<file path="src/rtl/dht11_reader_if.sv">
// dht11_reader_if: bundle between the DHT11 reader and the rest of the system.
//   i_Start         - read request (rising edge triggers)
//   i_Dht_Line      - raw sensor pad level, asynchronous
//   o_Dht_Drive_Low - 1 = pull the pad to 0, 0 = release to the pull-up
//   o_Data          - last good reading {hum dec, hum int, temp dec, temp int}
//   o_Done          - one-cycle pulse on a successful read
//   o_Error         - one-cycle pulse on timeout or checksum failure
//   o_Busy          - high while a read is in progress
// master: protocol controller / pad side. slave: the reader.
interface dht11_reader_if;
   logic        i_Start;
   logic        i_Dht_Line;
   logic        o_Dht_Drive_Low;
   logic [31:0] o_Data;
   logic        o_Done;
   logic        o_Error;
   logic        o_Busy;

   modport master (
      output i_Start,
      output i_Dht_Line,
      input  o_Dht_Drive_Low,
      input  o_Data,
      input  o_Done,
      input  o_Error,
      input  o_Busy
   );

   modport slave (
      input  i_Start,
      input  i_Dht_Line,
      output o_Dht_Drive_Low,
      output o_Data,
      output o_Done,
      output o_Error,
      output o_Busy
   );
endinterface

</file>
<file path="src/rtl/dht11_reader.sv">
// dht11_reader: single-wire DHT11 driver. On a rising edge of i_Start it drives
// the host start pulse, follows the sensor response, samples 40 data bits,
// validates the checksum and publishes the reading, pulsing o_Done or o_Error.
// Ports:
//   i_Clock - system clock, all logic on its rising edge
//   i_Reset - synchronous active-high reset
//   bus     - dht11_reader_if.slave (start request, pad, data and status)
module dht11_reader #(
   parameter int unsigned CLK_FREQ_HZ      = 50_000_000,
   parameter int unsigned START_LOW_US     = 18000,
   parameter int unsigned TIMEOUT_US       = 200,
   parameter int unsigned BIT_THRESHOLD_US = 50
) (
   input  logic          i_Clock,
   input  logic          i_Reset,
   dht11_reader_if.slave bus
);

   localparam int unsigned DIV   = CLK_FREQ_HZ / 1_000_000;
   localparam int unsigned PRE_W = (DIV > 1) ? $clog2(DIV) : 1;

   // Limits are compared one count early together with the tick, so the
   // transition happens on the edge where the counter would reach the limit.
   localparam logic [14:0] START_LIM = 15'(START_LOW_US - 1);
   localparam logic [14:0] TO_LIM    = 15'(TIMEOUT_US - 1);
   localparam logic [14:0] BIT_THR   = 15'(BIT_THRESHOLD_US);

   typedef enum logic [2:0] {
      IDLE,
      START_LOW,
      RELEASE,
      RESP_LOW,
      RESP_HIGH,
      BIT_LOW,
      BIT_HIGH,
      CHECK
   } state_t;

   state_t            state;
   logic [PRE_W-1:0]  pre_cnt;
   logic              tick;
   logic [14:0]       us_cnt;
   logic [2:0]        line_sync;
   logic              line_rise;
   logic              line_fall;
   logic              start_d;
   logic              start_rise;
   logic [39:0]       shift;
   logic [5:0]        bit_cnt;
   logic [7:0]        sum;
   logic              start_reached;
   logic              timed_out;
   logic              bit_value;

   logic              drive_low;
   logic [31:0]       data;
   logic              done;
   logic              error;
   logic              busy;

   // Free-running 1 us prescaler.
   assign tick = (pre_cnt == PRE_W'(DIV - 1));

   always_ff @(posedge i_Clock) begin
      if (i_Reset)   pre_cnt <= '0;
      else if (tick) pre_cnt <= '0;
      else           pre_cnt <= pre_cnt + 1'b1;
   end

   // Two synchroniser flops plus one history flop for edge detection.
   always_ff @(posedge i_Clock) begin
      if (i_Reset) begin
         line_sync <= '1;
         start_d   <= 1'b0;
      end else begin
         line_sync <= {line_sync[1:0], bus.i_Dht_Line};
         start_d   <= bus.i_Start;
      end
   end

   assign line_rise  = line_sync[1] & ~line_sync[2];
   assign line_fall  = ~line_sync[1] & line_sync[2];
   assign start_rise = bus.i_Start & ~start_d;

   assign start_reached = tick && (us_cnt >= START_LIM);
   assign timed_out     = tick && (us_cnt >= TO_LIM);
   assign bit_value     = (us_cnt > BIT_THR);

   always_comb begin
      sum = shift[39:32] + shift[31:24] + shift[23:16] + shift[15:8];
   end

   always_ff @(posedge i_Clock) begin
      if (i_Reset) begin
         state     <= IDLE;
         us_cnt    <= '0;
         shift     <= '0;
         bit_cnt   <= '0;
         drive_low <= 1'b0;
         data      <= '0;
         done      <= 1'b0;
         error     <= 1'b0;
         busy      <= 1'b0;
      end else begin
         done  <= 1'b0;
         error <= 1'b0;
         // Saturating count; any state change below overrides this with a clear.
         if (tick && (us_cnt != '1)) us_cnt <= us_cnt + 1'b1;

         case (state)
            IDLE: begin
               drive_low <= 1'b0;
               busy      <= 1'b0;
               // busy is still high in the Done/Error cycle, which blocks a
               // start edge arriving in that same cycle.
               if (start_rise && !busy) begin
                  state     <= START_LOW;
                  us_cnt    <= '0;
                  shift     <= '0;
                  bit_cnt   <= '0;
                  drive_low <= 1'b1;
                  busy      <= 1'b1;
               end
            end
            START_LOW: begin
               if (start_reached) begin
                  state     <= RELEASE;
                  us_cnt    <= '0;
                  drive_low <= 1'b0;
               end
            end
            RELEASE, RESP_LOW, RESP_HIGH, BIT_LOW: begin
               if (timed_out) begin
                  state     <= IDLE;
                  us_cnt    <= '0;
                  drive_low <= 1'b0;
                  error     <= 1'b1;
               end else if (state == RELEASE && line_fall) begin
                  state  <= RESP_LOW;
                  us_cnt <= '0;
               end else if (state == RESP_LOW && line_rise) begin
                  state  <= RESP_HIGH;
                  us_cnt <= '0;
               end else if (state == RESP_HIGH && line_fall) begin
                  state  <= BIT_LOW;
                  us_cnt <= '0;
               end else if (state == BIT_LOW && line_rise) begin
                  state  <= BIT_HIGH;
                  us_cnt <= '0;
               end
            end
            BIT_HIGH: begin
               if (timed_out) begin
                  state     <= IDLE;
                  us_cnt    <= '0;
                  drive_low <= 1'b0;
                  error     <= 1'b1;
               end else if (line_fall) begin
                  shift   <= {shift[38:0], bit_value};
                  bit_cnt <= bit_cnt + 1'b1;
                  us_cnt  <= '0;
                  state   <= (bit_cnt == 6'd39) ? CHECK : BIT_LOW;
               end
            end
            CHECK: begin
               state  <= IDLE;
               us_cnt <= '0;
               if (sum == shift[7:0]) begin
                  data <= {shift[31:24], shift[39:32], shift[15:8], shift[23:16]};
                  done <= 1'b1;
               end else begin
                  error <= 1'b1;
               end
            end
            default: begin
               state     <= IDLE;
               drive_low <= 1'b0;
            end
         endcase
      end
   end

   assign bus.o_Dht_Drive_Low = drive_low;
   assign bus.o_Data          = data;
   assign bus.o_Done          = done;
   assign bus.o_Error         = error;
   assign bus.o_Busy          = busy;

endmodule

</file>
<file path="src/flat_wrapper.sv">
// flat-port wrapper written by rule: the top's interface ports become plain ports
module dht11_reader_flat 
#(
   parameter int unsigned CLK_FREQ_HZ      = 50_000_000,
   parameter int unsigned START_LOW_US     = 18000,
   parameter int unsigned TIMEOUT_US       = 200,
   parameter int unsigned BIT_THRESHOLD_US = 50
)
  (i_Clock, i_Reset, bus_i_Start, bus_i_Dht_Line, bus_o_Dht_Drive_Low, bus_o_Data, bus_o_Done, bus_o_Error, bus_o_Busy);
  dht11_reader_if bus_i ();
  input  logic i_Clock;
  input  logic i_Reset;
  input wire logic [$bits(bus_i.i_Start)-1:0] bus_i_Start;
  input wire logic [$bits(bus_i.i_Dht_Line)-1:0] bus_i_Dht_Line;
  output wire logic [$bits(bus_i.o_Dht_Drive_Low)-1:0] bus_o_Dht_Drive_Low;
  output wire logic [$bits(bus_i.o_Data)-1:0] bus_o_Data;
  output wire logic [$bits(bus_i.o_Done)-1:0] bus_o_Done;
  output wire logic [$bits(bus_i.o_Error)-1:0] bus_o_Error;
  output wire logic [$bits(bus_i.o_Busy)-1:0] bus_o_Busy;
  assign bus_i.i_Start = bus_i_Start;
  assign bus_i.i_Dht_Line = bus_i_Dht_Line;
  assign bus_o_Dht_Drive_Low = bus_i.o_Dht_Drive_Low;
  assign bus_o_Data = bus_i.o_Data;
  assign bus_o_Done = bus_i.o_Done;
  assign bus_o_Error = bus_i.o_Error;
  assign bus_o_Busy = bus_i.o_Busy;
  dht11_reader #(.CLK_FREQ_HZ(CLK_FREQ_HZ), .START_LOW_US(START_LOW_US), .TIMEOUT_US(TIMEOUT_US), .BIT_THRESHOLD_US(BIT_THRESHOLD_US)) u_core (.i_Clock(i_Clock), .i_Reset(i_Reset), .bus(bus_i));
endmodule
</file>
<file path="config.mk">
export PLATFORM = sky130hd
export DESIGN_NAME = dht11_reader_flat
export DESIGN_NICKNAME = d
export VERILOG_FILES = /design/src/rtl/dht11_reader_if.sv /design/src/rtl/dht11_reader.sv /design/src/flat_wrapper.sv
export SDC_FILE = /design/constraint.sdc
export NUM_CORES = 1
export LEC_CHECK = 0
export BUFFER_PORTS_ARGS = -buffer_cell sky130_fd_sc_hd__clkbuf_2
export CAP_MARGIN = 20
export CORE_ASPECT_RATIO = 1.25
export CORE_MARGIN = 4
export CORE_UTILIZATION = 30
export DETAILED_ROUTE_END_ITERATION = 10
export SYNTH_ARGS = -nofsm -noshare
export SYNTH_HDL_FRONTEND = slang
export SYNTH_SLANG_ARGS = --single-unit
</file>
<file path="constraint.sdc">
create_clock -name i_Clock -period 4.6 [get_ports i_Clock]
set_clock_uncertainty 0.2 [all_clocks]
set_input_delay 0 -clock i_Clock [delete_from_list [all_inputs] [get_ports i_Clock]]
set_output_delay 0 -clock i_Clock [all_outputs]
set_load 0.05 [all_outputs]
</file>
==> summary.md, run 1 <==
| Metric | Value |
|---|---|
| Pint | `0.00143 W` |
| Seq/Total Area, Yosys | `40.1%` |
| Multiplexer area fraction after synthesis | `6.01%` |
| Slew HR | `approximately half` |
| Maxcap violations | `0` |
| Post-synthesis xor/xnor area fraction | `6.06%` |
| Simple-Gate Fraction of Synth Area | `between 20% and 30%` |
| Post-synth top area share | `around 40%` |
| RSZ-0062 raised after global routing | `no` |
| Row cnt | `55` |
| Tot Pwr | `0.00202 W` |
| Comb pwr share | `14.6%` |
| CP Capture Type | `flip-flop` |
| Final TNS setup | `0 ns` |
| Fmax | `261 MHz` |
| Type of the tightest min-delay check | `in2reg` |
| DR vias | `4102` |
| Final setup fails | `0` |
| Crit. Startpoint | `u_core.shift[9]` |
| Asr flop ratio synth | `0%` |
| Layout Nets | `roughly 660` |
| Core area | `~18000 µm²` |
| Critical path's largest stage delay | `approximately 0.54 ns` |
| Critical path cell sequence | `fa_1, inv_1, fa_1, inv_1, ha_1, fa_1, xnor2_1, nand4_1, nor4_1, and4_2, buf_12, mux2i_1` |
| Most frequent CP cell | `fa_1` |
| Buf/Inv on CP | `3` |
| Hold path start | `bus_i_Dht_Line` |
| Post-synth EDFFs | `0` |
| Met2 Use GR | `around 20%` |
| Area of the die | `20600 µm²` |
| Top cells by count, synth | `dfxtp_1 (110), nand2b_1 (65), nand2_1 (56), a21oi_1 (50), nand3_1 (49)` |
| Drt via density | `4.78` |
| Initial antenna violation count | `0` |
| Final period util | `83.3%` |
| Synth cell types | `54` |
| Commonest register cell after synthesis | `dfxtp_1` |
| Largest family of logic cells by synthesized area | `simple AND/OR/NAND/NOR gates` |
| Status | `finished clean` |
| Clock slew at reported path FFs | `0.07 ns` |
| Reg-to-reg startpoint | `u_core.shift[9]` |
| Clk sinks | `110` |
| Synth Area in Compound Gates | `approximately 9.7%` |
| Sw Ratio | `between 20 and 30%` |
| Static leakage | `2.15 nW` |
| Final wirelength | `11.6 mm` |
| Area grow syn2layout | `11.0%` |
| # IOs | `40` |
| Flop pwr share | `49.7%` |
| # Post-CTS Setup Buffers | `0` |
| Final core utilization | `between 30% and 40%` |
| Largest net degree at the start of global routing | `between 70 and 80` |
| Synthesized area per cell | `9.07 µm²` |
| Synth Area in Adders | `between 7 and 8%` |
| Area leader, netlist | `dfxtp_1` |
| Count leader, synth | `dfxtp_1` |
| Global Route met3 Usage | `under 10%` |
| Busiest layer in global routing | `met2` |
| H-tree depth | `3` |
| Clock Power Share | `approximately 36%` |
| CTS tree | `yes` |
| Number of DRC markers in iteration 0 | `273` |
| Drt wl/cell | `about 14 µm` |
| Fin. Hold Viols | `0` |
| # DRC | `0` |
| CP arrival | `3.91 ns` |
| Crit start category | `flip-flop` |
| Critical path fanouts, max | `33` |
| P_sw | `slightly below 0.0006 W` |
| Grt ovf | `0` |
| PwrDens | `331 nW/µm²` |
| Worst Hold Margin | `0.202 ns` |
| Critical path class | `reg2reg` |
| Crit-path slowest cell | `fa_1` |
| WP data required | `4.68 ns` |
| Inserted Diodes | `0` |
| Hold_buf cts | `3` |
| Initial Util | `30.5%` |
| DRT Pass-1 Iters | `4` |
| Synth Warn # | `0` |
| Minimum clock period after layout | `3.83 ns` |
| CTS max path bufs | `2` |
| Syn Std Cell Area | `5500 µm²` |
| DP HPWL | `7.87 mm` |
| Vias in the first global route | `about 3.9k` |
| Worst reg2reg setup slack | `0.77 ns` |
| Crit path max-delay family | `adder cells` |
| Final ANT Viol Nets | `0` |
| GP Congestion | `0.771` |
| Post-synthesis register bit count | `110` |
| PostCTS Resize Cnt | `0` |
| Slew @ Worst Pin | `0.747 ns` |
| Root buffer cell | `clkbuf_16` |
| Cts bufs inserted | `9` |
| Worst vdd rail ir drop | `a little over 0.0002 V` |
| Chip width | `about 130 µm` |
| Worst-Skew Late Latency | `0.35 ns` |
| Share of layout cells above drive strength 1 | `between 10 and 15%` |
| Syn Nets | `636` |
| Synthesized instance count | `606` |
| Global-route wire length before repair | `slightly below 20 mm` |
| Largest cells by area after synthesis | `dfxtp_1 (40%), nand2b_1 (7.4%), mux2i_1 (6.0%)` |
| # port buffers | `39` |
| Routing usage on met1 | `between 10 and 15%` |
| Total GRT Usage | `about 12%` |
| Die Ht | `159 µm` |
| Slew Limit Fails | `0` |
-- registers in the layout, indices dropped and copies added, names as in the netlist, 3 cells and up --
register / flops
u_core.bus.o_Data: 32
u_core.us_cnt: 15
u_core.bit_cnt: 6
u_core.state: 3
u_core.line_sync: 3
u_core.shift: 40
u_core.pre_cnt: 6
-- per-layer routing --
layer  vias up  part of all wire, %
met1      1916                   44
li1       2102                    -
met2        70                   50
met3        14                  4.5
met4         0                  1.6
met5         -                    0
-- power by group through the flow --
| stage | clock network (W) | logic (W) | registers, W |
|---|---|---|---|
| 6_report | 0.000721 | 0.000294 | 0.00100 |
| 5_1_grt | 0.000786 | 0.000327 | 0.00101 |
| 4_1_cts | 0.000746 | 0.000299 | 0.00100 |
| 3_5_place_dp | 0 | 0.000295 | 0.00102 |
| 3_3_place_gp | 0 | 0.000298 | 0.00102 |
| 2_1_floorplan | 0 | 0.000268 | 0.00102 |
-- worst paths after layout --
kind | endpoint | cells past startpoint
max | u_core.bus.o_Data[14] | 12
min | u_core.line_sync[0] | 3
max reg2reg | u_core.bus.o_Data[14] | 12
min reg2reg | u_core.line_sync[1] | 1
-- layout make-up --
| class | count | area (µm²) |
|---|---|---|
| fillers | 1917 | 11900 |
| multi-input cells | 440 | 3000 |
| flip-flops and latches | 110 | 2200 |
| repair buffers | 48 | 285 |
| well taps | 228 | 285 |
| clock buffers | 11 | 233 |
| inverters | 17 | 63.8 |
| clock inverters | 5 | 35.0 |
-- tightest hold or removal path: cells and delay by family --
kind / cells / cell delay, ns
buffers and inverters: 2 / 0.63
AND/OR/NAND/NOR: 1 / 0.09
-- cells by family (layout without fill, tap and decap cells) --
group           Yosys count  in the layout
xor+xnor                 38             38
buf+inv                  56             81
simple gates            261            261
mux                      33             33
compound gates           82             82
fa+ha+maj                26             26
flops                   110            110
-- layout by cell type, fill, tap and decap left out, types with 7 or more instances in the layout --
cell type,instances
nand3_1,49
fa_1,14
nand2_1,56
clkbuf_16,9
nand2b_1,65
nand4_1,8
inv_1,17
a21oi_1,50
nor2_1,26
mux2i_1,33
xor2_1,14
and3_1,7
xnor2_1,24
clkbuf_2,38
nor3_1,19
dfxtp_1,110
ha_1,12
-- per-stage QoR --
step / setup WS (ns) / cells / instance area [µm²]
floorplan: 0.938 / 606 / 5500
global placement: 0.830 / 840 / 5800
detailed placement: 0.748 / 840 / 5800
CTS: 0.758 / 859 / 6100
global route: 0.488 / 859 / 6100
finish: 0.770 / 859 / 6100
Power figures use the tool's default switching activity.
==> inputs of run 2 (changes only) <==
--- a/config.mk
+++ b/config.mk
@@ -5,6 +5,7 @@
 export SDC_FILE = /design/constraint.sdc
 export NUM_CORES = 1
 export LEC_CHECK = 0
+export ABC_AREA = 1
 export BUFFER_PORTS_ARGS = -buffer_cell sky130_fd_sc_hd__clkbuf_2
 export CAP_MARGIN = 20
 export CORE_ASPECT_RATIO = 1.25
==> constraint.sdc (replaced) <==
create_clock -name i_Clock -period 4 [get_ports i_Clock]
set_clock_uncertainty 0.2 [all_clocks]
set_input_delay 0 -clock i_Clock [delete_from_list [all_inputs] [get_ports i_Clock]]
set_output_delay 0 -clock i_Clock [all_outputs]
set_load 0.05 [all_outputs]
==> summary.md, run 2 <==
| Metric | Value |
|---|---|
| Status | `finished clean` |
| CTS tree | `yes` |
| Synthesized instance count | `864 (+43%)` |
| DP HPWL | `9.35 mm (+19%)` |
| Slew Limit Fails | `0 (unchanged)` |
| Cts bufs inserted | `9 (unchanged)` |
| Worst reg2reg setup slack | `0.32 ns (-0.45 ns)` |
| Most common cell after layout, fill and taps aside | `nand2_1` |
| Most frequent cells in the layout | `nand2_1 (178), inv_1 (149), nor2_1 (127)` |
| Worst-Skew Late Latency | `0.36 ns (about the same)` |
| Initial Util | `30.9% (+0.40 points)` |
| Final period util | `91.9% (+8.6 points)` |
| Hold path start | `u_core.line_sync[0]` |
| Crit start category | `flip-flop` |
| DR vias | `5173 (+26%)` |
| Post-synthesis register bit count | `110 (unchanged)` |
| Layout Nets | `925 (+41%)` |
| Commonest register cell after synthesis | `dfxtp_1` |
| Area leader, netlist | `dfxtp_1` |
| Total GRT Usage | `12.1% (+0.53 points)` |
| Count leader, synth | `nand2_1` |
| Clk sinks | `110 (unchanged)` |
| Slew HR | `50.5% (+0.64 points)` |
| Initial antenna violation count | `0 (unchanged)` |
| RSZ-0062 raised after global routing | `no` |
| Place WS | `0.349 ns (-0.399 ns)` |
| Minimum clock period after layout | `3.68 ns (-0.155 ns)` |
| Maxcap violations | `0 (unchanged)` |
| Synthesized area per cell | `6.79 µm² (-25%)` |
| Pint | `0.00293 W (+110%)` |
| Area grow syn2layout | `14.1%` |
| Row cnt | `56 (+1.8%)` |
| Critical path class | `reg2reg` |
| Critical path fanouts, max | `19 (-42%)` |
| Hold path endpoint | `u_core.line_sync[1]` |
| Clock Power Share | `17.0% (-19 points)` |
| CTS max path bufs | `2 (unchanged)` |
| Root buffer cell | `clkbuf_16` |
| GP Congestion | `0.870 (+13%)` |
| Area of the die | `21900 µm² (+6.3%)` |
| PostCTS Resize Cnt | `0 (unchanged)` |
| Seq/Total Area, Yosys | `37.6% (-2.5 points)` |
| Comb pwr share | `55.8% (+41 points)` |
| # DRC | `0 (unchanged)` |
| Met3 wire len | `397 µm (-24%)` |
| DR WL met2 | `6.44 mm (+11%)` |
| Final ANT Viol Nets | `0 (unchanged)` |
| Largest cells by area after synthesis | `dfxtp_1 (38%), nand2_1 (11%), inv_1 (9.6%)` |
| Final setup fails | `0 (unchanged)` |
| Final wirelength | `12.9 mm (+11%)` |
| Die Ht | `164 µm (+3.1%)` |
| Post-synth top area share | `37.6% (-2.5 points)` |
| Global-route wire length before repair | `22.1 mm (+14%)` |
| Core area | `19000 µm² (+5.3%)` |
| # IOs | `40 (unchanged)` |
| Crit. Startpoint | `u_core.shift[9]` |
| Chip width | `133 µm (+3.1%)` |
| Inserted Diodes | `0 (unchanged)` |
| P_sw | `0.00272 W (+360%)` |
| Biggest register | `u_core.shift` |
| Worst Hold Margin | `0.214 ns (+0.0118 ns)` |
| Worst vdd rail ir drop | `0.000470 V (+130%)` |
| Number of DRC markers in iteration 0 | `256 (-6.2%)` |
| Synth Warn # | `0 (unchanged)` |
| Max Used Layer | `met4` |
| Drt wl/cell | `11.1 µm (-18%)` |
| Fin. Hold Viols | `0 (unchanged)` |
| CP arrival | `3.77 ns (-0.14 ns)` |
| Final WS setup | `0.325 ns (-0.445 ns)` |
| Type of the tightest min-delay check | `reg2reg` |
| WP data required | `4.09 ns (-0.59 ns)` |
| Multi-input combinational cell area | `2930 µm² (-2.4%)` |
| Reg area | `2200 µm² (unchanged)` |
| WL met1 | `5.88 mm (+15%)` |
| Sw Ratio | `48.1% (+19 points)` |
| Static leakage | `2.92 nW (+36%)` |
| Final TNS setup | `0 ns (unchanged)` |
| Reg-to-reg startpoint | `u_core.shift[9]` |
| Post-synth EDFFs | `0 (unchanged)` |
| CP Capture Type | `flip-flop` |
| Largest register FFs | `40 (unchanged)` |
| R2R Path End | `u_core.bus.o_Data[26]` |
| Clock slew at reported path FFs | `0.07 ns (about the same)` |
| Slew @ Worst Pin | `0.740 ns (-0.00644 ns)` |
| Tot Pwr | `0.00565 W (+180%)` |
| H-tree depth | `3 (unchanged)` |
| Hold Path Depth | `1 (-2)` |
| Flop pwr share | `27.2% (-23 points)` |
| # port buffers | `39 (unchanged)` |
| Top cells by count, synth | `nand2_1 (178), inv_1 (150), nor2_1 (127), dfxtp_1 (110), a21oi_1 (58)` |
| Final core utilization | `35.2% (+1.4 points)` |
| Syn Nets | `894 (+41%)` |
| Syn Std Cell Area | `5860 µm² (+6.7%)` |
| Fill cell count | `2039 (+6.4%)` |
| Fmax | `272 MHz (+4.2%)` |
| Synth cell types | `31 (-43%)` |
| Drt via density | `4.46 (-6.6%)` |
| Asr flop ratio synth | `0% (unchanged)` |
| Grt ovf | `0 (unchanged)` |
| DRT Pass-1 Iters | `4 (unchanged)` |
| Vias in the first global route | `4763 (+21%)` |
| Largest net degree at the start of global routing | `47 (-38%)` |
| PwrDens | `844 nW/µm² (+160%)` |
| Share of layout cells above drive strength 1 | `9.01% (-4.0 points)` |
| Reg2Reg Depth | `16 (+4)` |
## run 2: cell types whose count changed in the layout (fill, tap and decap cells not counted), sizes merged, moves of 15 or more
cell,previous run,this run
inv,18,155
nand2,57,180
nor2,31,128
nand2b,65,0
o21ai,7,52
mux2i,33,0
nand4,8,37
xnor2,24,3
nand3,50,35
## run 2: how the worst max path moves through the flow
stage / to / slack (ns)
finish: u_core.bus.o_Data[26] / 0.32
global route: u_core.bus.o_Data[23] / 0.07
CTS: u_core.bus.o_Data[26] / 0.31
detailed placement: u_core.bus.o_Data[26] / 0.35
global placement: u_core.bus.o_Data[0] / 0.39
floorplan: u_core.bus.o_Data[0] / 0.55
## run 2: worst max-delay path, cell delays in order, from the launching register on
cell     delay (ns)
dfxtp_1        0.33
fa_1           0.54
inv_1          0.05
fa_1           0.50
inv_1          0.04
ha_1           0.22
fa_1           0.51
xnor2_1        0.12
nand3_1        0.10
nor2_1         0.10
nand3_1        0.14
nor3_4         0.19
nand3_2        0.12
buf_4          0.23
nand2_1        0.07
inv_1          0.03
nor2_1         0.09
## run 2: power by group through the flow
stage               clock [W]  sequential [W]  combinational (W)
detailed placement          0         0.00156            0.00312
global route          0.00104         0.00157            0.00359
global placement            0         0.00156            0.00310
floorplan                   0         0.00153            0.00242
finish               0.000962         0.00153            0.00315
CTS                  0.000994         0.00154            0.00316
## run 2: layout make-up
class	instances	share of cell area [%]
tap	261	4.88
inverter	155	8.70
multi-input combinational	564	43.7
clock buffer	10	3.42
clock inverter	5	1.27
timing repair buffer	55	5.09
sequential	110	32.9
## run 2: kinds of logic after synthesis
group | count (synthesis) | synth area share, %
AND/OR/NAND/NOR | 408 | 30.1
adder cells (fa/ha/maj) | 26 | 7.34
buffers and inverters | 190 | 12.7
XOR/XNOR | 17 | 2.54
flip-flops | 110 | 37.6
AO/OA/AOI/OAI | 113 | 9.79
## run 2: per-layer routing
metal	up-vias	track usage (%)
met2	64	21.3
met5	-	0
met3	16	2.70
met4	0	3.83
met1	2331	14.7
li1	2762	-
## run 2: repair_timing
item                                   CTS  global route
hold buffers                             5             0
endpoints found under the hold margin   13             0
setup buffers                            0             0
## run 2: stage by stage
step / std cells / cell area, µm²
floorplan: 864 / 5860
global placement: 1140 / 6330
detailed placement: 1140 / 6330
CTS: 1160 / 6690
global route: 1160 / 6690
finish: 1160 / 6690
